===== src/rtl/branch_resolver_if.sv =====
// Prediction / resolve bus between fetch, execute and the branch resolver.
// master = pipeline side driving predictions and resolves, slave = resolver.
interface branch_resolver_if;
    logic        pred_valid;
    logic        pred_taken;
    logic [15:0] pred_target;
    logic [15:0] pred_fall;
    logic [15:0] pred_psw;
    logic        pred_ready;
    logic        ex_valid;
    logic [2:0]  ex_cond;
    logic [3:0]  psw_flags;
    logic        redirect;
    logic [15:0] redirect_pc;
    logic [15:0] redirect_psw;
    logic        flush;
    logic        q_empty;

    modport master (
        output pred_valid, pred_taken, pred_target, pred_fall, pred_psw,
        output ex_valid, ex_cond, psw_flags,
        input  pred_ready, redirect, redirect_pc, redirect_psw, flush, q_empty
    );

    modport slave (
        input  pred_valid, pred_taken, pred_target, pred_fall, pred_psw,
        input  ex_valid, ex_cond, psw_flags,
        output pred_ready, redirect, redirect_pc, redirect_psw, flush, q_empty
    );
endinterface


===== src/rtl/branch_resolver.sv =====
// Execute-stage branch resolver: prediction FIFO, condition check, PC/PSW restore and flush window.
// Optional BRANCH_RESOLVER_STATS_EN adds saturating resolved/mispredict counters.
module branch_resolver #(
    parameter int DEPTH        = 2,
    parameter int FLUSH_CYCLES = 2
) (
    input  logic               clk,
    input  logic               rst,
    branch_resolver_if.slave   bus
`ifdef BRANCH_RESOLVER_STATS_EN
    ,
    output logic [15:0]        stat_resolved,
    output logic [15:0]        stat_mispred
`endif
);

    localparam int PTR_W  = $clog2(DEPTH);
    localparam int QCNT_W = PTR_W + 1;
    localparam int FCNT_W = (FLUSH_CYCLES > 1) ? $clog2(FLUSH_CYCLES) : 1;

    typedef enum logic [0:0] {ST_IDLE = 1'b0, ST_FLUSH = 1'b1} state_t;

    typedef struct packed {
        logic        taken;
        logic [15:0] target;
        logic [15:0] fall;
        logic [15:0] psw;
    } entry_t;

    // Flags are packed {V,N,Z,C}; code 7 is branch-always.
    function automatic logic cond_eval(input logic [2:0] code, input logic [3:0] flags);
        logic v, n, z, c, res;
        {v, n, z, c} = flags;
        case (code)
            3'd0:    res = z;
            3'd1:    res = ~z;
            3'd2:    res = c;
            3'd3:    res = ~c;
            3'd4:    res = n;
            3'd5:    res = (n == v);
            3'd6:    res = (n != v);
            default: res = 1'b1;
        endcase
        return res;
    endfunction

    entry_t                mem_r [DEPTH];
    state_t                state_r, state_s;
    logic [FCNT_W-1:0]     fcnt_r, fcnt_s;
    logic [PTR_W-1:0]      rd_ptr_r, rd_ptr_s, wr_ptr_r, wr_ptr_s;
    logic [QCNT_W-1:0]     count_r, count_s;
    logic                  redirect_r, redirect_s;
    logic [15:0]           redirect_pc_r, redirect_pc_s;
    logic [15:0]           redirect_psw_r, redirect_psw_s;
    logic                  flush_r, flush_s;
    logic                  ready_r, ready_s;
    logic                  empty_r, empty_s;
    entry_t                head_s;
    logic                  actual_s, pop_s, push_s, mispred_s, wr_en_s;

    // Next-state, queue bookkeeping and resolve decision.
    always_comb begin
        head_s         = mem_r[rd_ptr_r];
        actual_s       = cond_eval(bus.ex_cond, bus.psw_flags);
        pop_s          = 1'b0;
        push_s         = 1'b0;
        mispred_s      = 1'b0;
        state_s        = state_r;
        fcnt_s         = fcnt_r;
        rd_ptr_s       = rd_ptr_r;
        wr_ptr_s       = wr_ptr_r;
        count_s        = count_r;
        redirect_s     = 1'b0;
        redirect_pc_s  = redirect_pc_r;
        redirect_psw_s = redirect_psw_r;
        flush_s        = 1'b0;
        case (state_r)
            ST_IDLE: begin
                pop_s     = bus.ex_valid && (count_r != {QCNT_W{1'b0}});
                push_s    = bus.pred_valid && ready_r;
                mispred_s = pop_s && (actual_s != head_s.taken);
                if (mispred_s) begin
                    // Everything younger than the head is wrong-path, same-cycle push included.
                    state_s        = ST_FLUSH;
                    fcnt_s         = FCNT_W'(FLUSH_CYCLES - 1);
                    rd_ptr_s       = {PTR_W{1'b0}};
                    wr_ptr_s       = {PTR_W{1'b0}};
                    count_s        = {QCNT_W{1'b0}};
                    flush_s        = 1'b1;
                    redirect_s     = 1'b1;
                    redirect_pc_s  = actual_s ? head_s.target : head_s.fall;
                    redirect_psw_s = head_s.psw;
                end else begin
                    if (pop_s) begin
                        rd_ptr_s = rd_ptr_r + PTR_W'(1);
                    end else begin
                        rd_ptr_s = rd_ptr_r;
                    end
                    if (push_s) begin
                        wr_ptr_s = wr_ptr_r + PTR_W'(1);
                    end else begin
                        wr_ptr_s = wr_ptr_r;
                    end
                    case ({push_s, pop_s})
                        2'b10:   count_s = count_r + QCNT_W'(1);
                        2'b01:   count_s = count_r - QCNT_W'(1);
                        default: count_s = count_r;
                    endcase
                end
            end
            ST_FLUSH: begin
                if (fcnt_r == {FCNT_W{1'b0}}) begin
                    state_s = ST_IDLE;
                    flush_s = 1'b0;
                end else begin
                    fcnt_s  = fcnt_r - FCNT_W'(1);
                    flush_s = 1'b1;
                end
            end
            default: begin
                state_s = ST_IDLE;
                flush_s = 1'b0;
            end
        endcase
        wr_en_s = push_s && !mispred_s;
        ready_s = (state_s == ST_IDLE) && (count_s != QCNT_W'(DEPTH));
        empty_s = (count_s == {QCNT_W{1'b0}});
    end

    // State, pointers and registered outputs.
    always_ff @(posedge clk) begin
        if (rst) begin
            state_r        <= ST_IDLE;
            fcnt_r         <= {FCNT_W{1'b0}};
            rd_ptr_r       <= {PTR_W{1'b0}};
            wr_ptr_r       <= {PTR_W{1'b0}};
            count_r        <= {QCNT_W{1'b0}};
            redirect_r     <= 1'b0;
            redirect_pc_r  <= 16'h0000;
            redirect_psw_r <= 16'h0000;
            flush_r        <= 1'b0;
            ready_r        <= 1'b1;
            empty_r        <= 1'b1;
        end else begin
            state_r        <= state_s;
            fcnt_r         <= fcnt_s;
            rd_ptr_r       <= rd_ptr_s;
            wr_ptr_r       <= wr_ptr_s;
            count_r        <= count_s;
            redirect_r     <= redirect_s;
            redirect_pc_r  <= redirect_pc_s;
            redirect_psw_r <= redirect_psw_s;
            flush_r        <= flush_s;
            ready_r        <= ready_s;
            empty_r        <= empty_s;
        end
    end

    // Prediction storage; contents need no reset since pointers gate every read.
    always_ff @(posedge clk) begin
        if (wr_en_s && !rst) begin
            mem_r[wr_ptr_r] <= '{taken:  bus.pred_taken,  target: bus.pred_target,
                                 fall:   bus.pred_fall,   psw:    bus.pred_psw};
        end
    end

    assign bus.pred_ready   = ready_r;
    assign bus.q_empty      = empty_r;
    assign bus.flush        = flush_r;
    assign bus.redirect     = redirect_r;
    assign bus.redirect_pc  = redirect_pc_r;
    assign bus.redirect_psw = redirect_psw_r;

`ifdef BRANCH_RESOLVER_STATS_EN
    logic [15:0] stat_resolved_r, stat_mispred_r;

    // Saturating resolve/mispredict counters.
    always_ff @(posedge clk) begin
        if (rst) begin
            stat_resolved_r <= 16'h0000;
            stat_mispred_r  <= 16'h0000;
        end else begin
            if (pop_s && (stat_resolved_r != 16'hFFFF)) begin
                stat_resolved_r <= stat_resolved_r + 16'd1;
            end
            if (mispred_s && (stat_mispred_r != 16'hFFFF)) begin
                stat_mispred_r <= stat_mispred_r + 16'd1;
            end
        end
    end

    assign stat_resolved = stat_resolved_r;
    assign stat_mispred  = stat_mispred_r;
`endif

endmodule


===== src/flat_wrapper.sv =====
// flat-port wrapper written by rule: the top's interface ports become plain ports
module branch_resolver_flat 
#(
    parameter int DEPTH        = 2,
    parameter int FLUSH_CYCLES = 2
)
  (clk, rst, bus_pred_valid, bus_pred_taken, bus_pred_target, bus_pred_fall, bus_pred_psw, bus_ex_valid, bus_ex_cond, bus_psw_flags, bus_pred_ready, bus_redirect, bus_redirect_pc, bus_redirect_psw, bus_flush, bus_q_empty);
  branch_resolver_if bus_i ();
  input  logic clk;
  input  logic rst;
  input wire logic [$bits(bus_i.pred_valid)-1:0] bus_pred_valid;
  input wire logic [$bits(bus_i.pred_taken)-1:0] bus_pred_taken;
  input wire logic [$bits(bus_i.pred_target)-1:0] bus_pred_target;
  input wire logic [$bits(bus_i.pred_fall)-1:0] bus_pred_fall;
  input wire logic [$bits(bus_i.pred_psw)-1:0] bus_pred_psw;
  input wire logic [$bits(bus_i.ex_valid)-1:0] bus_ex_valid;
  input wire logic [$bits(bus_i.ex_cond)-1:0] bus_ex_cond;
  input wire logic [$bits(bus_i.psw_flags)-1:0] bus_psw_flags;
  output wire logic [$bits(bus_i.pred_ready)-1:0] bus_pred_ready;
  output wire logic [$bits(bus_i.redirect)-1:0] bus_redirect;
  output wire logic [$bits(bus_i.redirect_pc)-1:0] bus_redirect_pc;
  output wire logic [$bits(bus_i.redirect_psw)-1:0] bus_redirect_psw;
  output wire logic [$bits(bus_i.flush)-1:0] bus_flush;
  output wire logic [$bits(bus_i.q_empty)-1:0] bus_q_empty;
  assign bus_i.pred_valid = bus_pred_valid;
  assign bus_i.pred_taken = bus_pred_taken;
  assign bus_i.pred_target = bus_pred_target;
  assign bus_i.pred_fall = bus_pred_fall;
  assign bus_i.pred_psw = bus_pred_psw;
  assign bus_i.ex_valid = bus_ex_valid;
  assign bus_i.ex_cond = bus_ex_cond;
  assign bus_i.psw_flags = bus_psw_flags;
  assign bus_pred_ready = bus_i.pred_ready;
  assign bus_redirect = bus_i.redirect;
  assign bus_redirect_pc = bus_i.redirect_pc;
  assign bus_redirect_psw = bus_i.redirect_psw;
  assign bus_flush = bus_i.flush;
  assign bus_q_empty = bus_i.q_empty;
  branch_resolver #(.DEPTH(DEPTH), .FLUSH_CYCLES(FLUSH_CYCLES)) u_core (.clk(clk), .rst(rst), .bus(bus_i));
endmodule

===== config.mk =====
export PLATFORM = sky130hd
export DESIGN_NAME = branch_resolver_flat
export DESIGN_NICKNAME = d
export VERILOG_FILES = /design/src/rtl/branch_resolver_if.sv /design/src/rtl/branch_resolver.sv /design/src/flat_wrapper.sv
export SDC_FILE = /design/constraint.sdc
export NUM_CORES = 1
export LEC_CHECK = 0
export ABC_CLOCK_PERIOD_IN_PS = 16350
export CAP_MARGIN = 20
export CORE_ASPECT_RATIO = 0.7
export CORE_MARGIN = 2
export CORE_UTILIZATION = 56
export DETAILED_ROUTE_END_ITERATION = 12
export PLACE_DENSITY = 0.85
export SLEW_MARGIN = 40
export SYNTH_ARGS = -nofsm -noshare
export SYNTH_HDL_FRONTEND = slang
export SYNTH_SLANG_ARGS = --single-unit

===== constraint.sdc =====
create_clock -name clk -period 16.35 [get_ports clk]
set_input_delay 1.635 -clock clk [delete_from_list [all_inputs] [get_ports clk]]
set_output_delay 1.635 -clock clk [all_outputs]
set_load 0.01 [all_outputs]

==> summary.md, run 1 <==
| Metric | Value |
|---|---|
| Total grt overflow | 0 |
| Status | complete, no violations |
| Worst Setup Start Kind | primary input |
| Htree depth | 4 |
| Initial antenna violation count | 0 |
| Global Route Usage Sum | 0.212 |
| Req. time, crit path | 16390 ps |
| Min-Delay Path Depth | 2 |
| CP endpoint kind | flop |
| DP Wirelength | 6.08 mm |
| Wirelength per Cell | 18.7 um |
| Crit path DAT | 4100 ps |
| Final Hold Viols | 0 |
| Area delta synth->final | 32.8% |
| R2r setup slk | between 10000 and 15000 ps |
| Ys flop type | edfxtp_1 |
| Endpoints failing setup | 0 |
| Largest net degree at the start of global routing | 50 |
| Die width | 119 um |
| R2R depth | 5 |
| Min-delay worst type | reg2reg |
| CTS max path bufs | 2 |
| Total Wirelength | between 9 and 10 mm |
| # Post-CTS Setup Buffers | 0 |
| Root Driver | clkbuf_16 |
| Max-slew violations | 0 |
| Post-synthesis cell count | 289 |
| Vias after detailed routing | around 2900 |
| Cell leakage power | 0.00236 uW |
| Total CTS buffers | 17 |
| Async S/R FF share, synth | 0 |
| Vias in the first global route | 3037 |
| Reg-to-Reg End | u_core.mem_r[1][10] |
| CTS tree | built |
| CP peak stage delay | 590 ps |
| Avg Cell Area, Syn | 17.9 um2 |
| Port bufs | 95 |
| Worst skew pair latency | 410 ps |
| Tot Pwr | 1030 uW |
| Crit share post-route | 0.248 |
| Commonest non-fill, non-tap cell in the layout | edfxtp_1 |
| Largest area contributor in the netlist | edfxtp_1 |
| Critical path type | in2reg |
| # IOs | 96 |
| VDD IR max | 0.113 mV |
| PostCTS Resize Cnt | 0 |
| Placeable Area | 9030 um2 |
| Most frequent cells in the layout | edfxtp_1, clkdlybuf4s50_1, dfxtp_1 |
| Rows | 29 |
| Die height | 84.5 um |
| GP Congestion | 0.781 |
| First-pass GRT wire length | 15.6 mm |
| Via density | between 5 and 6 |
| Final ANT Viol Nets | 0 |
| Slew margin rel. | 0.523 |
| Post-synth top area share | 0.568 |
| N_diodes | 0 |
| DRC viols | 0 |
| Number of synthesized flops with an enable pin | a little under 100 |
| Min Clock Period, post-route | 4060 ps |
| Max cap viols | 0 |
| Synth top area cells | edfxtp_1, dfxtp_1, mux2i_1 |
| Unique masters post-synth | 37 |
| PwrDens | ~150 nW/um2 |
| Initial DRC count | 270 |
| Mapped Nets | 350 |
| Hold buffers post-CTS | 0 |
| CP max stage cell | buf_4 |
| Mapped cell area | 5180 um2 |
| CTS Sinks | 140 |
| Share of layout cells above drive strength 1 | 0.133 |
| Fill cell instance count of the final layout | 511 |
| Critical Path Start | bus_ex_cond[1] |
| Worst-path clk slew | around 50 ps |
| Clk_skew | 8.94 ps |
| Initial Util | 0.574 |
| Worst-Margin Slew | 700 ps |
| RSZ-0062 raised after global routing | false |
| Worst-path fanout max | 49 |
| Setup TNS | 0 ps |
| Fmax | 247 MHz |
| Drt first pass iters | 4 |
| Critical path endpoint | u_core.mem_r[1][10] |
| DIE AREA | 10100 um2 |
| Seq/Total Area, Yosys | 0.730 |
| Synth warn | 0 |
| Cells along the critical path | clkdlybuf4s50_1 -> mux2i_1 -> xnor2_1 -> mux2_2 -> nor4_2 -> buf_4 |
| Fin nets | 453 |
| Hold WS | 452 ps |
| Synth Register Bits | 140 |
## logic make-up (layout without fill, tap and decap cells)
kind of cell | count (synthesis) | count (layout) | synth area share
AOI/OAI and AO/OA | 37 | 37 | 0.0608
xor gates and xnor gates | 6 | 6 | 0.0101
adders and majority gates | 1 | 1 | 0.00241
buffers and inverters | 18 | 134 | 0.0171
DFF | 140 | 140 | 0.730
muxes | 42 | 42 | 0.127
and+or+nand+nor | 45 | 45 | 0.0529
## how the worst min path moves through the flow
stage,startpoint,endpoint,slack (ps)
3_5_place_dp,u_core.fcnt_r,u_core.fcnt_r,440
4_1_cts,u_core.fcnt_r,u_core.fcnt_r,450
3_3_place_gp,u_core.fcnt_r,u_core.fcnt_r,430
6_report,u_core.fcnt_r,u_core.fcnt_r,450
5_1_grt,u_core.bus.redirect_psw[10],u_core.bus.redirect_psw[10],480
2_1_floorplan,u_core.fcnt_r,u_core.fcnt_r,420
## synthesized netlist by cell type (all sizes together) (5+ instances only)
| master | number |
|---|---|
| nand2 | 6 |
| mux2i | 24 |
| buf | 9 |
| edfxtp | 98 |
| a22o | 16 |
| nor2 | 10 |
| clkbuf | 6 |
| o2bb2ai | 16 |
| nand3 | 10 |
| mux4 | 16 |
| dfxtp | 42 |
| nor3 | 5 |
## worst max-delay path: cells and delay by family
kind,cells,cell delay (ps)
xor+xnor,1,520
simple gates,1,230
buf+inv,2,1130
mux,2,540
## layout make-up
type | count | area (um2) | share of cell area
Tap cell | 124 | 155 | 0.0225
Sequential cell | 140 | 3790 | 0.550
Inverter | 3 | 11.3 | 0.00164
Clock buffer | 18 | 429 | 0.0623
Clock inverter | 14 | 184 | 0.0267
Multi-Input combinational cell | 131 | 1340 | 0.194
Timing Repair Buffer | 99 | 981 | 0.142
## state kept, by name, summed over array words and instances (netlist names), named ones only
name	count
u_core.bus.redirect	1
u_core.wr_ptr_r	1
u_core.bus.q_empty	1
u_core.bus.flush	1
u_core.mem_r	98
u_core.bus.pred_ready	1
u_core.count_r	2
u_core.rd_ptr_r	1
u_core.bus.redirect_pc	16
u_core.fcnt_r	1
u_core.bus.redirect_psw	16
## through the flow
| stage | cell area [um2] | utilization | setup WS [ps] | cells |
|---|---|---|---|---|
| 4_1_cts | 6880 | 0.762 | 12320 | 529 |
| 6_report | 6880 | 0.762 | 12290 | 529 |
| 5_1_grt | 6880 | 0.762 | 12190 | 529 |
| 3_3_place_gp | 6260 | 0.693 | 12070 | 497 |
| 3_5_place_dp | 6270 | 0.694 | 11900 | 497 |
| 2_1_floorplan | 5180 | - | 8550 | 289 |
## power breakdown
part | leakage (uW) | internal (uW) | switching [uW] | total (uW)
combinational | 0.000827 | 92.3 | 75.6 | 168
clock | 0.000298 | 243 | 151 | 394
sequential | 0.00124 | 430 | 34.5 | 464
## per-layer routing
metal	global-route usage	wire, um
met5	0	0
met4	0.0866	46
met3	0.0781	577
met2	0.342	4990
met1	0.264	4290
Power figures use the tool's default switching activity.
==> inputs of run 2 (changes only) <==
--- a/config.mk
+++ b/config.mk
@@ -5,13 +5,13 @@
 export SDC_FILE = /design/constraint.sdc
 export NUM_CORES = 1
 export LEC_CHECK = 0
-export ABC_CLOCK_PERIOD_IN_PS = 16350
+export ABC_CLOCK_PERIOD_IN_PS = 3720
 export CAP_MARGIN = 20
 export CORE_ASPECT_RATIO = 0.7
 export CORE_MARGIN = 2
-export CORE_UTILIZATION = 56
+export CORE_UTILIZATION = 47
 export DETAILED_ROUTE_END_ITERATION = 12
-export PLACE_DENSITY = 0.85
+export PLACE_DENSITY = 0.76
 export SLEW_MARGIN = 40
 export SYNTH_ARGS = -nofsm -noshare
 export SYNTH_HDL_FRONTEND = slang
==> constraint.sdc (replaced) <==
create_clock -name clk -period 3.72 [get_ports clk]
set_input_delay 0.372 -clock clk [delete_from_list [all_inputs] [get_ports clk]]
set_output_delay 0.372 -clock clk [all_outputs]
set_load 0.01 [all_outputs]
==> run 2 against run 1 <==
Net effect:
- non-clock buffer count is 1 higher
- global-route usage is 3.7 points lower
- sequential power grew to 4.3 times the previous value
- clock skew is 0.96 ps lower
- flip-flop and latch count stayed put
- critical path depth stayed put
- via count is 1.5% lower
- count of clock-buffer cells in the layout is 1 higher
- power grew to 4.3 times the previous value
- largest cell class unchanged
- highest routed layer unchanged
==> summary.md, run 2 (synthesis results as in run 1) <==
| Metric | Value |
|---|---|
| Total Wirelength | 9.75 mm |
| PostCTS Resize Cnt | 0 |
| Via density | 5.15 |
| CTS max path bufs | 2 |
| DRC viols | 0 |
| Reg-to-Reg End | u_core.mem_r[1][15] |
| Worst-path clk slew | 50 ps |
| Crit share post-route | 0.671 |
| DP Wirelength | between 6 and 7 mm |
| Largest register FFs | 98 |
| Worst skew pair latency | 410 ps |
| Fill cell instance count of the final layout | just under 800 |
| Die width | 130 um |
| CTS tree | built |
| Critical Path Start | bus_ex_cond[1] |
| Clk_skew | 7.97 ps |
| Initial antenna violation count | 0 |
| Reg with most FFs | u_core.mem_r |
| Final Hold Viols | 0 |
| Vias in the first global route | 2936 |
| Critical path endpoint | u_core.mem_r[1][15] |
| Root Driver | clkbuf_16 |
| Drt first pass iters | 5 |
| Cell leakage power | roughly 0.0024 uW |
| Layout Utilization | 0.635 |
| First-pass GRT wire length | 15.2 mm |
| Min Clock Period, post-route | between 2000 and 2500 ps |
| Area delta synth->final | 33.5% |
| PwrDens | 635 nW/um2 |
| N_diodes | 0 |
| Placeable Area | 10900 um2 |
| DIE AREA | about 12000 um2 |
| CTS Sinks | 140 |
| DP Worst Slack | 825 ps |
| Htree depth | 4 |
| Most frequent cells in the layout | edfxtp_1, clkdlybuf4s50_1, dfxtp_1 |
| Cells along the critical path | clkdlybuf4s50_1 -> mux2i_1 -> xnor2_1 -> mux2_2 -> nor4_4 -> buf_12 |
| Fmax | 401 MHz |
| Rows | 32 |
| Total grt overflow | 0 |
| R2R depth | 6 |
| GP Congestion | 0.758 |
| VDD IR max | ~0.43 mV |
| Max-slew violations | 0 |
| Hold buffers post-CTS | 0 |
| Total CTS buffers | 17 |
| Area occupied by multi-input gates | 1350 um2 |
| # Post-CTS Setup Buffers | 0 |
| Wirelength per Cell | between 15 and 20 um |
| CP peak stage delay | between 500 and 600 ps |
| Setup TNS | 0 ps |
| Final ANT Viol Nets | 0 |
| Slew margin rel. | 0.627 |
| Min-delay worst type | reg2reg |
| Initial Util | 0.476 |
| RSZ-0062 raised after global routing | false |
| Design Area, Final | 6920 um2 |
| Worst-path fanout max | approximately 50 |
| Global Route Usage Sum | 0.176 |
| R2r setup slk | 1400 ps |
| Req. time, crit path | 3800 ps |
| CP max stage cell | clkdlybuf4s50_1 |
| Port bufs | 95 |
| Post-DP Area | 6350 um2 |
| Vias after detailed routing | 2881 |
| Hold WS | 455 ps |
| Critical path type | in2reg |
| Worst-Margin Slew | between 500 and 600 ps |
| Register area | 3780 um2 |
| CP endpoint kind | flop |
| # IOs | 96 |
| Die height | 91.9 um |
| Crit path DAT | 2580 ps |
| Share of layout cells above drive strength 1 | 0.138 |
| Max cap viols | 0 |
| Status | complete, no violations |
| Commonest non-fill, non-tap cell in the layout | edfxtp_1 |
| Worst setup margin | around 1200 ps |
| Worst Setup Start Kind | primary input |
| RR Startpoint | u_core.count_r[1] |
| Endpoints failing setup | 0 |
| Fin nets | 454 |
| Largest net degree at the start of global routing | 51 |
| Initial DRC count | 209 |
## run 2: cell types whose count changed in the layout (fill, tap and decap cells not counted), sizes merged
cell / before / now
buf: 4 / 5
bufinv: 3 / 1
clkbuf: 18 / 19
clkinvlp: 1 / 2
## run 2: layer usage
metal  track usage  share of wire
met1         0.230           0.45
met2         0.271           0.48
met3        0.0688          0.063
met4        0.0565         0.0049
met5             0              0
## run 2: metrics by stage
stage | std cells | power, uW
finish | 559 | 4390
global route | 559 | 4580
CTS | 559 | 4440
detailed placement | 527 | 2840
global placement | 527 | 2810
floorplan | 289 | 2510
## run 2: worst max-delay path: cells and delay by family
family | cells | cell delay (ps)
and+or+nand+nor | 1 | 290
xor gates and xnor gates | 1 | 460
buffers and inverters | 2 | 850
muxes | 2 | 560
## run 2: power breakdown
part / internal, uW / switching (uW)
clock network: 976 / 612
logic: 420 / 397
registers: 1890 / 99.3
## run 2: worst min path at each step
stage	startpoint	to	slack [ps]	depth (start not counted)
2_1_floorplan	u_core.fcnt_r	u_core.fcnt_r	420	2
3_3_place_gp	u_core.fcnt_r	u_core.fcnt_r	430	2
3_5_place_dp	u_core.fcnt_r	u_core.fcnt_r	440	2
4_1_cts	u_core.fcnt_r	u_core.fcnt_r	450	2
5_1_grt	u_core.fcnt_r	u_core.fcnt_r	470	2
6_report	u_core.fcnt_r	u_core.fcnt_r	450	2
## run 2: area by class of cell
class | instances | area share
clock buffers | 19 | 0.0671
repair buffers | 100 | 0.146
clock inverters | 13 | 0.0159
well taps | 153 | 0.0277
flip-flops and latches | 140 | 0.547
multi-input cells | 131 | 0.194
inverters | 3 | 0.00163
